`src/rtl/imiss_refill_ctrl_pkg.sv`:
```
// Shared types and constants for the instruction-miss refill controller.
package imiss_refill_ctrl_pkg;

    localparam int LINE_WORDS_DEF = 4;

    // Byte-offset width of one I-cache line.
    function automatic int line_off_w(input int words);
        return $clog2(words * 4);
    endfunction

    localparam int LINE_OFF_W = line_off_w(LINE_WORDS_DEF);

    typedef logic [2:0] trd_id_t;

    // Refill FSM state encoding.
    typedef logic [1:0] refill_state_t;
    localparam refill_state_t ST_IDLE = 2'd0;
    localparam refill_state_t ST_REQ  = 2'd1;
    localparam refill_state_t ST_DATA = 2'd2;
    localparam refill_state_t ST_DONE = 2'd3;

endpackage

```
`src/rtl/imiss_refill_ctrl_rr_pick8.sv`:
```
// Combinational round-robin picker: first set request bit at or after ptr, wrapping.
module rr_pick8
    import imiss_refill_ctrl_pkg::*;
(
    input  logic [7:0] req,
    input  trd_id_t    ptr,
    output trd_id_t    gnt_id,
    output logic       gnt_vld
);

    trd_id_t idx;

    always_comb begin
        gnt_id  = '0;
        gnt_vld = 1'b0;
        idx     = '0;
        for (int i = 0; i < 8; i++) begin
            idx = ptr + 3'(i);
            if (!gnt_vld && req[idx]) begin
                gnt_id  = idx;
                gnt_vld = 1'b1;
            end
        end
    end

endmodule

```
`src/rtl/imiss_refill_ctrl.sv`:
```
// I-miss refill scheduler: per-thread miss table, round-robin line pick,
// multi-beat fill sequencing and coalesced resolve of all threads on that line.
module imiss_refill_ctrl
    import imiss_refill_ctrl_pkg::*;
#(
    parameter int NTRD       = 8,
    parameter int LINE_WORDS = LINE_WORDS_DEF
) (
    input  logic             clk,
    input  logic             rst,
    input  logic             miss_vld,
    input  trd_id_t          miss_trd,
    input  logic [31:0]      miss_pc,
    input  logic             kill_vld,
    input  trd_id_t          kill_trd,
    output logic             mem_req,
    output logic [31:0]      mem_addr,
    input  logic             mem_gnt,
    input  logic             mem_rvld,
    input  logic [31:0]      mem_rdata,
    output logic             fill_we,
    output logic [31:0]      fill_addr,
    output logic [31:0]      fill_data,
    output logic             resolve_vld,
    output logic [NTRD-1:0]  resolve_mask,
    output logic [NTRD-1:0]  pend_trd,
    output logic             busy
);

    localparam int OFF_W  = line_off_w(LINE_WORDS);
    localparam int LINE_W = 32 - OFF_W;
    localparam int BEAT_W = $clog2(LINE_WORDS);

    refill_state_t     state;
    logic [NTRD-1:0]   pend_vld;
    logic [NTRD-1:0]   served;
    logic [LINE_W-1:0] pend_line [NTRD];
    logic [LINE_W-1:0] cur_line;
    logic [LINE_W-1:0] miss_line;
    trd_id_t           rr_ptr;
    logic [BEAT_W-1:0] beat_cnt;

    logic [NTRD-1:0]   miss_oh;
    logic [NTRD-1:0]   kill_oh;
    logic [NTRD-1:0]   pick_oh;
    logic [NTRD-1:0]   resolve_hit;
    logic [NTRD-1:0]   resolve_clr;
    trd_id_t           pick_id;
    logic              pick_vld;
    logic              pick_fire;
    logic [OFF_W-1:0]  unused_pc_off;

    assign miss_line     = miss_pc[31:OFF_W];
    assign unused_pc_off = miss_pc[OFF_W-1:0];

    rr_pick8 u_pick (
        .req     (pend_vld & ~served),
        .ptr     (rr_ptr),
        .gnt_id  (pick_id),
        .gnt_vld (pick_vld)
    );

    assign pick_fire = (state == ST_IDLE) && pick_vld;

    // Kill beats a same-cycle miss on the same thread; duplicates are dropped.
    always_comb begin
        kill_oh = '0;
        miss_oh = '0;
        pick_oh = '0;
        if (kill_vld)
            kill_oh[kill_trd] = 1'b1;
        if (miss_vld && !pend_vld[miss_trd] && !(kill_vld && (kill_trd == miss_trd)))
            miss_oh[miss_trd] = 1'b1;
        if (pick_fire)
            pick_oh[pick_id] = 1'b1;
    end

    // Every still-pending thread waiting on the in-flight line is resolved together.
    always_comb begin
        resolve_hit = '0;
        for (int t = 0; t < NTRD; t++)
            resolve_hit[t] = pend_vld[t] && (pend_line[t] == cur_line);
    end

    assign resolve_clr = (state == ST_DONE) ? resolve_hit : '0;

    always_ff @(posedge clk) begin
        if (rst) begin
            state    <= ST_IDLE;
            pend_vld <= '0;
            served   <= '0;
            rr_ptr   <= '0;
            beat_cnt <= '0;
        end else begin
            pend_vld <= (pend_vld & ~resolve_clr & ~kill_oh) | miss_oh;
            served   <= (served | pick_oh) & ~resolve_clr & ~kill_oh;
            case (state)
                ST_IDLE: begin
                    if (pick_vld) begin
                        state  <= ST_REQ;
                        rr_ptr <= pick_id + 3'd1;
                    end
                end
                ST_REQ: begin
                    if (mem_gnt) begin
                        state    <= ST_DATA;
                        beat_cnt <= '0;
                    end
                end
                ST_DATA: begin
                    if (mem_rvld) begin
                        beat_cnt <= beat_cnt + 1'b1;
                        if (beat_cnt == BEAT_W'(LINE_WORDS - 1))
                            state <= ST_DONE;
                    end
                end
                ST_DONE: state <= ST_IDLE;
                default: state <= ST_IDLE;
            endcase
        end
    end

    // Line tags carry no reset; they are only read when qualified by pend_vld or state.
    always_ff @(posedge clk) begin
        for (int t = 0; t < NTRD; t++)
            if (miss_oh[t])
                pend_line[t] <= miss_line;
        if (pick_fire)
            cur_line <= pend_line[pick_id];
    end

    assign mem_req      = (state == ST_REQ);
    assign mem_addr     = mem_req ? {cur_line, {OFF_W{1'b0}}} : '0;
    assign fill_we      = (state == ST_DATA) && mem_rvld;
    assign fill_addr    = fill_we ? {cur_line, beat_cnt, 2'b00} : '0;
    assign fill_data    = fill_we ? mem_rdata : '0;
    assign resolve_vld  = (state == ST_DONE);
    assign resolve_mask = resolve_clr;
    assign pend_trd     = pend_vld;
    assign busy         = (state != ST_IDLE);

endmodule

```
`config.mk`:
```
export PLATFORM = sky130hd
export DESIGN_NAME = imiss_refill_ctrl
export DESIGN_NICKNAME = d
export VERILOG_FILES = /design/src/rtl/imiss_refill_ctrl_pkg.sv /design/src/rtl/imiss_refill_ctrl_rr_pick8.sv /design/src/rtl/imiss_refill_ctrl.sv
export SDC_FILE = /design/constraint.sdc
export NUM_CORES = 1
export LEC_CHECK = 0
export ABC_CLOCK_PERIOD_IN_PS = 9600
export BUFFER_PORTS_ARGS = -buffer_cell sky130_fd_sc_hd__buf_4
export CORE_UTILIZATION = 50
export DETAILED_ROUTE_END_ITERATION = 6
export PLACE_DENSITY = 0.76
export SYNTH_ARGS = -nofsm -noshare
export SYNTH_HDL_FRONTEND = slang
export SYNTH_SLANG_ARGS = --single-unit
```
`constraint.sdc`:
```
create_clock -name clk -period 9.6 [get_ports clk]
set_input_delay 0.96 -clock clk [delete_from_list [all_inputs] [get_ports clk]]
set_output_delay 0.96 -clock clk [all_outputs]
set_load 0.01 [all_outputs]
```
==> results.cfg, run 1 <==
[status]
status = complete, no violations

[clock_network]
ctsResizeCount = 0
clk_path_buf_depth = 3
clkTransAtPathRegs_ps = 60
cts_tree = done
ctsRootBufferMaster = clkbuf_16
numCtsBuffers = 31
cts-htree-levels = 1
clock_latency_ps = 570
postCtsSetupBuffers = 0
cts_hold_buf = 0
cts_sinks = 275

[timing]
slew_violations = 0
relSlewSlack_pct = 15.5
fin_tns_setup_ps = 0
hold_violations = 0
tightest_slew_ps = 1260
grt_setup_unrepaired = no
max_freq_mhz = 186
setup_viol = 0
fin_crit_sh_pct = 56.1
skew_ps = 23.6
post-route-min-period_ps = 5390

[synth]
syn_area_per_cell_um2 = 12.8
synth_area_um2 = 15100
ys_ff_latch = 275
async_reset_ff_share_pct = 0
ys_types = 78
synth_edf_count = 252
yosysSeqAreaShare_pct = 53.2
ys_warn_count = 0
synthFlopType = edfxtp_1
yosys.area.top_type_share_pct = 50.2
synth_top_cell_by_area = edfxtp_1
yosys-top-cells-area = edfxtp_1 50%, mux2i_1 8.0%, xor2_1 7.4%
netlist_instances = 1177

[worst_setup_path]
critPathCaptureType = flop
startpoint_type = flop
cp.required_ps = 9980
critPathKind = flop to flop
crit_arrival_ps = 5760
cp_max_fo = 54

[die]
core_um2 = 29600
initial_utilization_pct = 50.9
die_w_um = 176
design.die.area_um2 = 30900
die_h_um = 176
num_io_pins = 192
placementRows = 63

[routing]
wl_um = 46900
vias_per_cell = 6.23
drt_iter0_markers = 1383
via_count = 10800
drtAntennaViolNets = 0
drt_pass1_iterations = 5
wl_per_cell_um = 27.0
drc = 0

[finish]
nets = 1404
area_growth_pct = 16.7
diodes = 0
layout-drive-gt1-share_pct = 21.5

[place]
numPortBuffers = 181
gp_congestion = 0.993
place_hpwl_um = 32000

[power_and_ir_drop]
powerDensity_nw_per_um2 = 271
p_clk_share_pct = 23.8
comb_power_share_pct = 38.9
p_sw_share_pct = 40.0
power_uw = 4760
p_leak_uw = 0.00693
internal_power_uw = 2860
p_sw_uw = 1910
ir_drop_v = 0.000178
seqPwrFrac_pct = 37.3

[worst_hold_path]
min_path_type = flop to flop

[global_routing]
grt_pass1_wl_um = 67700
grt_overflow = 0
grt_usage_pct = 30.2
antenna_found_initial = 0
grt_max_degree = 69
grt_pass1_vias = 10300

[run]
maxCapViolCount = 0
## cell type report
| type | count | area (µm²) |
|---|---|---|
| Multi-Input combinational cell | 803 | 6580 |
| Tap cell | 390 | 488 |
| Clock inverter | 23 | 183 |
| Sequential cell | 275 | 8030 |
| Timing Repair Buffer | 195 | 1460 |
| Clock buffer | 35 | 791 |
| Inverter | 15 | 61.3 |
| Fill cell | 2348 | 12000 |
## synthesized netlist by cell type, types with 8 or more instances
library cell / number
edfxtp_1: 252
xor2_1: 128
mux2i_1: 120
xnor2_1: 100
and3_1: 65
clkbuf_1: 56
nand4_1: 36
nor4_1: 35
and2_1: 32
nor2_1: 31
a22o_1: 30
a221oi_1: 26
dfxtp_1: 23
nand2_1: 23
nor2b_1: 15
mux4_2: 14
nor3_1: 14
o21ai_0: 14
inv_1: 12
buf_4: 11
nand3_1: 10
buf_2: 9
buf_6: 9
nand2b_1: 9
a31oi_1: 8
## kinds of logic (layout without fill, tap and decap cells)
kind of cell | Yosys count | count (layout) | share of synthesized area [%]
other | 1 | 6 | 0.0249
XOR/XNOR | 229 | 229 | 13.4
multiplexers | 143 | 143 | 10.8
buffers and inverters | 104 | 268 | 3.68
adder cells (fa/ha/maj) | 7 | 7 | 0.581
AND/OR/NAND/NOR | 296 | 296 | 11.7
AO/OA/AOI/OAI | 122 | 122 | 6.56
flip-flops | 275 | 275 | 53.2
## sequential cells by signal, indices dropped and copies added, names as in the netlist
register and cells:
beat_cnt 2, cur_line 28, pend_line 224, pend_trd 8
rr_ptr 3, served 8, state 2
## power by group through the flow
stage	logic (µW)	clock network, µW	registers [µW]
finish	1850	1130	1780
global placement	1790	0	1790
floorplan	1400	0	1510
CTS	1820	1140	1780
global route	1930	1190	1800
detailed placement	1810	0	1800
## per-layer routing
layer	up-vias	share of wire (%)	wire [µm]	global-route usage (%)
li1	4729	-	-	-
met1	5223	39	18300	40.6
met2	736	46	21400	47.9
met3	131	10	4820	5.28
met4	0	5.1	2380	13.6
met5	-	0	0	0
## per-stage QoR
| stage | setup WS [ps] | hold slack (ps) | utilization [%] | cells | instance area (µm²) |
|---|---|---|---|---|---|
| 2_1_floorplan | 5030 | 451 | - | 1182 | 15100 |
| 3_3_place_gp | 4400 | 471 | 56.1 | 1678 | 16600 |
| 3_5_place_dp | 4280 | 474 | 56.1 | 1678 | 16600 |
| 4_1_cts | 4280 | 489 | 59.4 | 1736 | 17600 |
| 5_1_grt | 3920 | 535 | 59.4 | 1736 | 17600 |
| 6_report | 4210 | 493 | 59.4 | 1736 | 17600 |
## critical path, stage by stage (launching register included)
cell	delay, ps
dfxtp_1	830
inv_6	190
ha_1	580
clkinv_1	430
o21ai_0	190
o22ai_1	140
o21bai_1	190
a41oi_1	290
and3_4	890
buf_4	680
mux2i_1	170
a22o_1	260
a221oi_1	250
## placed cells by master, fill, tap and decap left out, drive strengths merged, types with 3 or more instances in the layout
| cell | instances |
|---|---|
| o21a | 3 |
| xor2 | 128 |
| buf | 195 |
| a31oi | 8 |
| mux2i | 122 |
| o21ai | 16 |
| and2 | 32 |
| a22o | 30 |
| clkbuf | 35 |
| nor2b | 15 |
| a32o | 5 |
| mux2 | 7 |
| edfxtp | 252 |
| o22ai | 4 |
| nor3 | 15 |
| nand2b | 9 |
| nand3 | 11 |
| nand4 | 37 |
| nand2 | 24 |
| xnor2 | 101 |
| a311oi | 3 |
| nor2 | 31 |
| or4 | 4 |
| nor4 | 35 |
| mux4 | 14 |
| nor3b | 5 |
| conb | 6 |
| clkinv | 18 |
| ha | 7 |
| a211oi | 5 |
| a221oi | 28 |
| and3 | 65 |
| inv | 16 |
| dfxtp | 23 |
## final timing paths
path,start,endpoint,slack [ps],cells past startpoint
max,rr_ptr[0],cur_line[20],4210,12
min,served[7],served[7],490,2
max reg2reg,rr_ptr[0],cur_line[20],4210,12
min reg2reg,served[7],served[7],490,2
Power figures use the tool's default switching activity.
==> run 2: changes to the inputs <==
- ABC_CLOCK_PERIOD_IN_PS: 9600 -> 5000
- clock period: 9.6 -> 5 ns (I/O delays scaled with it)
==> results.cfg, run 2 (synthesized netlist as in run 1, its figures left out) <==
[global_routing]
grt_pass1_wl_um = 67300
grt_usage_pct = 30.0
antenna_found_initial = 1
grt_max_degree = 69
grt_pass1_vias = 10300
grt_overflow = 0

[finish]
multi_input_area_um2 = 6580
nets = 1414
seq_area_um2 = 8030
layout-drive-gt1-share_pct = 21.8
final_cell_mix = 252 x edfxtp_1, 205 x buf_4, 128 x xor2_1, 120 x mux2i_1, 100 x xnor2_1
diodes = 0
largest_reg_flops = 224
final.fill_count = 2296
area_growth_pct = 17.0
regMostFlops = pend_line
reg.largest.list = pend_line x224, cur_line x28
final_common_cell = edfxtp_1

[worst_hold_path]
min_path_type = primary input to flop
hp-start = miss_pc[6]

[clock_network]
numCtsBuffers = 29
cts-htree-levels = 1
cts_sinks = 275
clkTransAtPathRegs_ps = 60
ctsRootBufferMaster = clkbuf_16
ctsResizeCount = 0
postCtsSetupBuffers = 0
clk_path_buf_depth = 3
clock_latency_ps = 550
cts_hold_buf = 0
cts_tree = done

[timing]
slew_violations = 0
max_freq_mhz = 245
fin_crit_sh_pct = 81.5
relSlewSlack_pct = 16.1
post-route-min-period_ps = 4080
tightest_slew_ps = 1260
setup_viol = 0
hold_violations = 0
fin_tns_setup_ps = 0
grt_setup_unrepaired = no
skew_ps = 9.26

[place]
gp_congestion = 0.973
place_hpwl_um = 32800
numPortBuffers = 181

[die]
placementRows = 63
num_io_pins = 192
core_um2 = 29600
design.die.area_um2 = 30900
die_w_um = 176
die_h_um = 176
initial_utilization_pct = 50.9

[routing]
wl_um = 47000
vias_per_cell = 6.25
drtAntennaViolNets = 0
drt_pass1_iterations = 5
drc = 0
via_count = 10900
wl_per_cell_um = 26.9
drt_iter0_markers = 1282

[power_and_ir_drop]
p_clk_share_pct = 22.9
seqPwrFrac_pct = 37.4
p_sw_share_pct = 39.7
p_leak_uw = 0.00696
p_sw_uw = 3620
powerDensity_nw_per_um2 = 517
comb_power_share_pct = 39.7
internal_power_uw = 5500
ir_drop_v = 0.000304
power_uw = 9120

[worst_setup_path]
critPathKind = flop to flop
worstSetupEndpoint = cur_line[22]
startpoint_type = flop
r2r_cells = 12
reg2reg_to = cur_line[22]
crit_arrival_ps = 4340
cp.required_ps = 5260
cp_max_fo = 29
rrSetupSlack_ps = 920
r2r-start = rr_ptr[0]
startpoint = rr_ptr[0]
critPathCaptureType = flop

[status]
status = complete, no violations

[run]
maxCapViolCount = 0
==> run 2: critical path, stage by stage, from the launching register on <==
cell and delay [ps]:
dfxtp_1 400, inv_6 110, ha_1 260, xnor2_2 400
mux4_2 390, mux2_2 300, nor3_1 190, o21ba_1 140
o32a_1 530, a21boi_2 260, buf_4 470, a22o_1 250
a221oi_1 50
==> run 2: how the worst min path moves through the flow <==
stage / cells past startpoint / slack (ps) / endpoint
5_1_grt: 1 / 190 / pend_line[0][18]
3_3_place_gp: 2 / 470 / served[7]
2_1_floorplan: 2 / 450 / served[7]
3_5_place_dp: 2 / 480 / served[7]
6_report: 1 / 190 / pend_line[5][2]
4_1_cts: 1 / 170 / pend_line[5][2]
==> run 2: power groups by stage <==
stage | sequential (µW) | clock [µW] | combinational [µW]
6_report | 3410 | 2090 | 3620
3_5_place_dp | 3440 | 0 | 3550
5_1_grt | 3440 | 2180 | 3780
3_3_place_gp | 3430 | 0 | 3510
2_1_floorplan | 2900 | 0 | 2690
4_1_cts | 3400 | 2090 | 3570
==> run 2: final cells by class <==
| cell class | count | share of cell area (%) |
|---|---|---|
| multi-input combinational | 803 | 37.3 |
| timing repair buffer | 207 | 8.95 |
| inverter | 15 | 0.347 |
| clock inverter | 12 | 0.624 |
| tap | 390 | 2.77 |
| clock buffer | 41 | 4.54 |
| sequential | 275 | 45.5 |
==> run 2: routing by layer <==
| layer | share of wire (%) | vias to the layer above | GRT usage [%] |
|---|---|---|---|
| li1 | - | 4740 | - |
| met1 | 39 | 5302 | 39.9 |
| met2 | 46 | 732 | 48.6 |
| met3 | 10 | 114 | 4.70 |
| met4 | 4.7 | 0 | 13.4 |
| met5 | 0 | - | 0 |
==> run 2: through the flow <==
stage	hold slack [ps]	utilization, %	cell area (µm²)	std cells	worst slack [ps]
6_report	186	59.5	17600	1743	923
5_1_grt	186	59.5	17600	1743	747
4_1_cts	172	59.5	17600	1743	964
3_5_place_dp	480	56.5	16700	1690	995
3_3_place_gp	474	56.5	16700	1690	1060
2_1_floorplan	451	-	15100	1182	888
